$ cat src/rtl/uart_tx_arbiter.sv
//==============================================================================
// Module   : uart_tx_arbiter
// Brief    : Shares one UART transmitter between NUM_REQ byte sources; grants
//            one word, strobes pl, then holds off for FRAME_TICKS bit ticks.
//            Define UART_TX_ARB_FIXED_PRIO_EN for lowest-index-wins priority.
// Revision : 1.0 - initial release
//==============================================================================
`default_nettype none

module uart_tx_arbiter #(
    parameter int DATA_SIZE   = 7,
    parameter int NUM_REQ     = 4,
    parameter int FRAME_TICKS = DATA_SIZE + 3
) (
    input  logic                           clk,
    input  logic                           reset,
    input  logic [NUM_REQ-1:0]             req,
    input  logic [NUM_REQ*DATA_SIZE-1:0]   data_flat,
    input  logic                           bit_tick,
    output logic [NUM_REQ-1:0]             ack,
    output logic                           pl,
    output logic [DATA_SIZE-1:0]           d_o,
    output logic [$clog2(NUM_REQ)-1:0]     grant_idx,
    output logic                           busy,
    output logic                           frame_done
);

    localparam int c_IDX_W = $clog2(NUM_REQ);
    localparam int c_CNT_W = $clog2(FRAME_TICKS + 1);

    localparam logic [1:0] c_IDLE = 2'd0;
    localparam logic [1:0] c_LOAD = 2'd1;
    localparam logic [1:0] c_WAIT = 2'd2;

    logic [1:0]           r_state;
    logic [1:0]           w_state_nxt;
    logic [c_CNT_W-1:0]   r_cnt;
    logic [c_IDX_W-1:0]   w_win;
    logic                 w_any_req;
    logic                 w_last_tick;
    logic                 w_pl_nxt;
    logic [NUM_REQ-1:0]   w_ack_nxt;
    logic                 w_busy_nxt;
    logic                 w_fd_nxt;

    assign w_any_req   = |req;
    assign w_last_tick = (r_state == c_WAIT) && bit_tick &&
                         (r_cnt == c_CNT_W'(FRAME_TICKS - 1));

`ifdef UART_TX_ARB_FIXED_PRIO_EN
    always_comb begin
        w_win = '0;
        for (int i = NUM_REQ - 1; i >= 0; i--) begin
            if (req[i]) w_win = c_IDX_W'(i);
        end
    end
`else
    logic [c_IDX_W-1:0] r_ptr;
    logic [c_IDX_W-1:0] w_idx;
    int                 w_sum;

    // Scan from the farthest slot back to r_ptr so the nearest request wins.
    always_comb begin
        w_win = r_ptr;
        w_idx = '0;
        w_sum = 0;
        for (int k = NUM_REQ - 1; k >= 0; k--) begin
            w_sum = int'(r_ptr) + k;
            if (w_sum >= NUM_REQ) w_sum = w_sum - NUM_REQ;
            w_idx = c_IDX_W'(w_sum);
            if (req[w_idx]) w_win = w_idx;
        end
    end

    always_ff @(posedge clk or posedge reset) begin
        if (reset) begin
            r_ptr <= '0;
        end else if (w_pl_nxt) begin
            r_ptr <= (w_win == c_IDX_W'(NUM_REQ - 1)) ? '0 : w_win + 1'b1;
        end
    end
`endif

    always_ff @(posedge clk or posedge reset) begin
        if (reset) r_state <= c_IDLE;
        else       r_state <= w_state_nxt;
    end

    always_comb begin
        w_state_nxt = r_state;
        case (r_state)
            c_IDLE:  if (w_any_req)   w_state_nxt = c_LOAD;
            c_LOAD:                   w_state_nxt = c_WAIT;
            c_WAIT:  if (w_last_tick) w_state_nxt = c_IDLE;
            default:                  w_state_nxt = c_IDLE;
        endcase
    end

    // Next values for the registered outputs.
    always_comb begin
        w_pl_nxt   = (r_state == c_IDLE) && w_any_req;
        w_ack_nxt  = '0;
        if (w_pl_nxt) w_ack_nxt[w_win] = 1'b1;
        w_busy_nxt = (w_state_nxt == c_LOAD) || (w_state_nxt == c_WAIT);
        w_fd_nxt   = w_last_tick;
    end

    always_ff @(posedge clk or posedge reset) begin
        if (reset) begin
            ack        <= '0;
            pl         <= 1'b0;
            d_o        <= '0;
            grant_idx  <= '0;
            busy       <= 1'b0;
            frame_done <= 1'b0;
            r_cnt      <= '0;
        end else begin
            ack        <= w_ack_nxt;
            pl         <= w_pl_nxt;
            busy       <= w_busy_nxt;
            frame_done <= w_fd_nxt;
            if (w_pl_nxt) begin
                d_o       <= data_flat[w_win*DATA_SIZE +: DATA_SIZE];
                grant_idx <= w_win;
            end
            // A tick seen during LOAD is deliberately dropped.
            if (r_state == c_LOAD) begin
                r_cnt <= '0;
            end else if ((r_state == c_WAIT) && bit_tick && !w_last_tick) begin
                r_cnt <= r_cnt + 1'b1;
            end
        end
    end

endmodule

`default_nettype wire

$ cat config.mk
export PLATFORM = sky130hd
export DESIGN_NAME = uart_tx_arbiter
export DESIGN_NICKNAME = d
export VERILOG_FILES = /design/src/rtl/uart_tx_arbiter.sv
export SDC_FILE = /design/constraint.sdc
export NUM_CORES = 1
export LEC_CHECK = 0
export ABC_AREA = 1
export CAP_MARGIN = 25
export CORE_UTILIZATION = 41
export DETAILED_ROUTE_END_ITERATION = 8
export GPL_TIMING_DRIVEN = 0
export PLACE_DENSITY = 0.87
export SYNTH_ARGS = -nofsm -noshare
export SYNTH_HDL_FRONTEND = slang
export SYNTH_SLANG_ARGS = --single-unit
$ cat constraint.sdc
create_clock -name clk -period 1.9 [get_ports clk]
set_input_delay 0.57 -clock clk [delete_from_list [all_inputs] [get_ports clk]]
set_output_delay 0.57 -clock clk [all_outputs]
set_load 0.05 [all_outputs]
==> impl_metrics.yaml <==
route:
  drt-wirelength-per-cell_um: 15.6
  routed-via-count: 1656
  drt_antenna_net_count: 0
  drt_iter0_drc: 60
  detail_route.first_pass.iterations: 4
  drc: 0
  drt-vias-per-instance: 5.48
  drt_wl_total_um: 4700
cts:
  cts.path.max_buffers: 2
  path_clk_slew_ns: 0.13
  cts_htree_levels: 1
  cts_sinks: 24
  cts_tree: "yes"
  ctsRootBufferMaster: "sky130_fd_sc_hd__clkbuf_4"
  numCtsBuffers: 3
  cts-hold-fix-buffers: 0
  clk_latency_ns: 0.31
worst_setup_path:
  crit_path_top_delay_cell: "sky130_fd_sc_hd__dfrtp_1"
  rrSetupSlack_ns: -0.06
  critPathBufInv: 3
  critPathMaxStageDelay_ns: 0.41
  timing.critical_path.required_ns: 2.12
  worstSetupPathType: "reg -> reg"
  cp_data_arrival_time_ns: 2.18
  cp-end-kind: "flop"
  path_delay_family: "simple AND/OR/NAND/NOR gates"
  timing.reg2reg.worst_path_depth: 16
  worstReg2RegEnd: "d_o[1]"
  crit_fanout: 8
  rr_startpoint: "r_ptr[0]"
  critical_path.startpoint: "r_ptr[0]"
  critical_path_cell_by_cell: "buf_2 -> nand2_1 -> nand2_4 -> nand2_2 -> nand2_2 -> nand2_2 -> nand2_4 -> nand2_4 -> nand2_4 -> nand2_8 -> buf_12 -> buf_12 -> nand2_4 -> nand3_2 -> nand3_2 -> nand2_1"
  startpoint_type: "flop"
  crit_path_most_repeated_cell: "sky130_fd_sc_hd__nand2_4"
place:
  dp_hpwl_um: 2710
  place.port_buffers: 50
  place.gp.congestion: 0.740
floorplan:
  die_area_um2: 3840
  die-height_um: 61.9
  top_level_ports: 51
  row_count: 21
  design.core.area_um2: 3390
  initial_core_utilization_pct: 43.4
  die_width_um: 61.9
run:
  cap_viol_max_count: 0
global_routing:
  global_route.usage.total_pct: 21.4
  grt_pass1_wl_um: 5930
  remaining_global_route_overflow: 0
  grt_max_degree: 25
  number_of_antenna_violations_at_the_first_check_in_global_routing: 0
  number_of_global_route_vias_before_repair: 1400
sta:
  finalWorstSetupSlack_ns: -0.0619
  final_max_slew_viol_count: 0
  fmax_mhz: 510
  rsz_0062_raised_after_global_routing: "true"
  layout_min_cycle_time_ns: 1.96
  fraction_of_the_cycle_the_final_worst_path_needs_pct: 103
  finClkSkew_ns: 0.00425
  setup_total_negative_slack_ns: -0.269
  final-hold-violation-count: 0
  max-slew-margin-rel_pct: 39.7
  finalSetupViolations: 8
  worst_slew_pin_slew_ns: 0.904
logic_synthesis:
  post_synth_num_cell_types: 24
  ys_seq_elements: 24
  synthesis_warnings: 0
  netlist_instances: 192
  post_synth_instance_area_um2: 1470
  post_synth.cell_area_avg_um2: 7.67
  synthesis.nets: 230
  synth-seq-area-share_pct: 40.8
layout:
  mostFrequentLayoutCell: "sky130_fd_sc_hd__nand3_1"
  layout.cells.most_common_list: "sky130_fd_sc_hd__nand3_1, sky130_fd_sc_hd__nand2_1, sky130_fd_sc_hd__clkdlybuf4s50_1, sky130_fd_sc_hd__dfrtp_1, sky130_fd_sc_hd__dlygate4sd2_1"
  fraction_of_layout_instances_using_a_drive_strength_above_1_pct: 30.1
  num-nets-final: 295
  area_delta_synth_final_pct: 59.6
  num_antenna_cells: 0
status:
  outcome: "finished, violations left"
  violated_checks: "setup timing"
worst_hold_path:
  hold_path_startpoint: "d_o[0]"
  holdCritPathClass: "reg -> reg"
  worstHoldPathCells: 2
  timing.hold.worst_endpoint: "d_o[0]"
## layer usage
metal	up-vias	global-route usage, %	share of wire [%]	wire (um)
li1	754	-	-	-
met1	801	26.4	36	1710
met2	81	37.8	54	2520
met3	20	2.90	6.1	287
met4	0	8.25	3.9	181
met5	-	0	0	0
## repair_timing
action / 4_1_cts / 5_1_grt
gates cloned: 0 / 1
pin swaps: 0 / 19
gates resized for setup: 22 / 50
endpoints found under the setup margin: 27 / 9
setup buffers: 2 / 7
## through the flow
| step | hold slack (ns) | worst slack (ns) | instances | instance area, um2 | util [%] |
|---|---|---|---|---|---|
| 2_1_floorplan | 0.455 | 0.0119 | 192 | 1470 | - |
| 3_3_place_gp | 0.474 | -0.573 | 288 | 2030 | 59.9 |
| 3_5_place_dp | 0.467 | -0.617 | 288 | 2030 | 59.9 |
| 4_1_cts | 0.508 | -0.0371 | 294 | 2060 | 60.8 |
| 5_1_grt | 0.534 | -0.151 | 302 | 2350 | 69.3 |
| 6_report | 0.508 | -0.0619 | 302 | 2350 | 69.3 |
## registers in the layout, summed over array words and instances (netlist names)
name and cells:
frame_done 1, ack 4, r_state 2, d_o 7, pl 1, r_cnt 4
r_ptr 2, grant_idx 2, busy 1
## area by class of cell
type                       instances  area, um2
timing repair buffer              60        568
tap                               46       57.6
sequential                        24        602
inverter                          23        104
multi-input combinational        139        915
clock buffer                       4       36.3
fill                             259       1040
buffer                             6       67.6
## cell usage after synthesis (all sizes together)
library cell	instances	area, um2
buf	6	56.3
nand4	1	6.26
o21ai	8	40.0
nor3	2	10.0
ha	3	37.5
a21oi	3	15.0
nor4	2	12.5
dfrtp	24	601
nand2	59	287
inv	23	93.8
nor2	12	55.1
o22ai	1	6.26
nand3	48	253
## worst max path at each step
stage                to  slack, ns  cells after the start
3_3_place_gp   r_ptr[1]      -0.57                     14
6_report         d_o[1]      -0.06                     16
4_1_cts        r_ptr[1]      -0.04                     15
5_1_grt          d_o[1]      -0.15                     14
2_1_floorplan  r_ptr[1]       0.01                     14
3_5_place_dp   r_ptr[1]      -0.62                     14
## worst min-delay path, cell delays in order (launching register included)
cell,delay (ns)
sky130_fd_sc_hd__dfrtp_1,0.37
sky130_fd_sc_hd__nand2_1,0.06
sky130_fd_sc_hd__nand2_1,0.06
## kinds of logic (layout without fill, tap and decap cells)
logic type               Yosys count  in the layout  share of synthesized area (%)
adder cells (fa/ha/maj)            3              3                           2.55
AND/OR/NAND/NOR                  124            124                           42.3
AO/OA/AOI/OAI                     12             12                           4.16
flip-flops                        24             24                           40.8
buffers and inverters             29             93                           10.2
Power is left out: the tool's default activity adds up to more than one toggle a clock period on the data nets, which glitch-free logic cannot reach.
==> variant, RTL diff (config.mk and constraints unchanged) <==
Build with the macro `UART_TX_ARB_FIXED_PRIO_EN` defined.
--- a/src/rtl/uart_tx_arbiter.sv
+++ b/src/rtl/uart_tx_arbiter.sv
@@ -6,6 +6,8 @@
 // Revision : 1.0 - initial release
 //==============================================================================
 `default_nettype none
+
+`define UART_TX_ARB_FIXED_PRIO_EN
 
 module uart_tx_arbiter #(
     parameter int DATA_SIZE   = 7,
Behaviour: no difference found for any inputs over 10 cycles, from zero or initial values and one cycle with reset high; that may be too few to reach the edited logic, so the function may still have changed.
==> variant against the unedited design <==
The run ends with design-rule violations left. Final area down 22%. Die area decreased by 14%. Utilization is 4.9 points lower. Final cell count decreased by 19%. Non-clock buffer count is 12 lower. Setup slack better by 0.18 ns. Synthesized area down 14%. Routed wire length down 45%. Sequential cell count is 2 lower. Synthesized cell count is 17% lower. Critical path type is now reg -> out. Critical endpoint is now d_o[3].
==> variant: results (changes against the unedited design) <==
CELLS AND AREA
-----------------------------------------------------------------------------
Flip-flop and latch area                                           550.5 um^2   -8.5%
Clock buf/inv share                                                   0.01992   +0.004476
Multi-input combinational area share                                   0.3166   -0.07262
Signal buf overhead                                                    0.2843   +0.01384
Number of standard cells in the final layout excluding fillers            244   -19%
Inverter count of the layout excluding clock inverters                     27   +17%
Fraction of layout cells with a size suffix above 1                    0.1408   -0.1599
Buffers outside the clock class                                            54   -18%

SETUP PATH
-----------------------------------------------------------------------------
Largest delay contributor family on the critical path            buffers and inverters
Worst setup startpoint                                                 d_o[3]
Highest net fanout along the worst path                                     2   -6
Highest cell delay on the worst timing path                           0.54 ns   +0.13 ns
Worst Reg2Reg Path Length in Cells                                          6   -10
Launch point of the worst reg-to-reg path                            r_cnt[0]
Cell at the slowest stage of the critical path                   dlygate4sd2_1
Reg-to-reg slack, setup                                               0.65 ns   +0.71 ns

STA
-----------------------------------------------------------------------------
Final cycle utilization of the critical path                           0.9388   -0.09372
Final total negative setup slack                                         0 ns   +0.2690 ns
Max Clock Skew                                                    0.004399 ns   +0.0001450 ns

GLOBAL ROUTING
-----------------------------------------------------------------------------
Vias in the first global route                                           1115   -20%
Met2 global-route usage                                                0.2807   -0.09715
GRT met1 Usage                                                         0.2275   -0.03659

ROUTE
-----------------------------------------------------------------------------
Met3 wire len                                                          107 um   -63%
Number of remaining DRC errors                                              5   +5
Metal-1 WL                                                            1198 um   -30%

CLOCK TREE
-----------------------------------------------------------------------------
Setup repair bufs after CTS                                                 0   -2
Clock-pin slew on the worst setup and hold paths                      0.11 ns   -0.02 ns
Post-cts resize count                                                      16   -27%

PLACEMENT
-----------------------------------------------------------------------------
Global placer's final weighted congestion                              0.8080   +9.2%
Pre-CTS setup slack                                               -0.03332 ns   +0.5837 ns

RUN STATUS
-----------------------------------------------------------------------------
Outcome                                                          complete, but fails checks
Violations in the final reports                                  design-rule violations

HOLD PATH
-----------------------------------------------------------------------------
Hold EP                                                              r_cnt[3]

LOGIC SYNTHESIS
-----------------------------------------------------------------------------
Syn_nets                                                                  196   -15%

[variant: cell families (layout without fill, tap and decap cells)]
logic type / Yosys count / after routing / synth area share
AND/OR/NAND/NOR: 90 / 90 / 0.3617
buffers and inverters: 31 / 85 / 0.1097
flip-flops: 22 / 22 / 0.4348
AO/OA/AOI/OAI: 13 / 13 / 0.06719
adder cells (fa/ha/maj): 2 / 2 / 0.01976
XOR/XNOR: 1 / 1 / 0.006918
[variant: how the worst max path moves through the flow]
| stage | to | slack, ns | depth (start not counted) |
|---|---|---|---|
| global placement | d_o[0] | 0.002 | 8 |
| CTS | d_o[3] | 0.10 | 1 |
| detailed placement | d_o[6] | -0.03 | 8 |
| floorplan | busy | 0.60 | 6 |
| global route | d_o[3] | 0.05 | 1 |
| finish | d_o[3] | 0.12 | 1 |
[variant: worst register-to-register path: cells and delay by family (launching register included)]
family | cells | cell delay (ns)
adders and majority gates | 1 | 0.21
AOI/OAI and AO/OA | 1 | 0.07
and+or+nand+nor | 4 | 0.47
DFF | 1 | 0.44
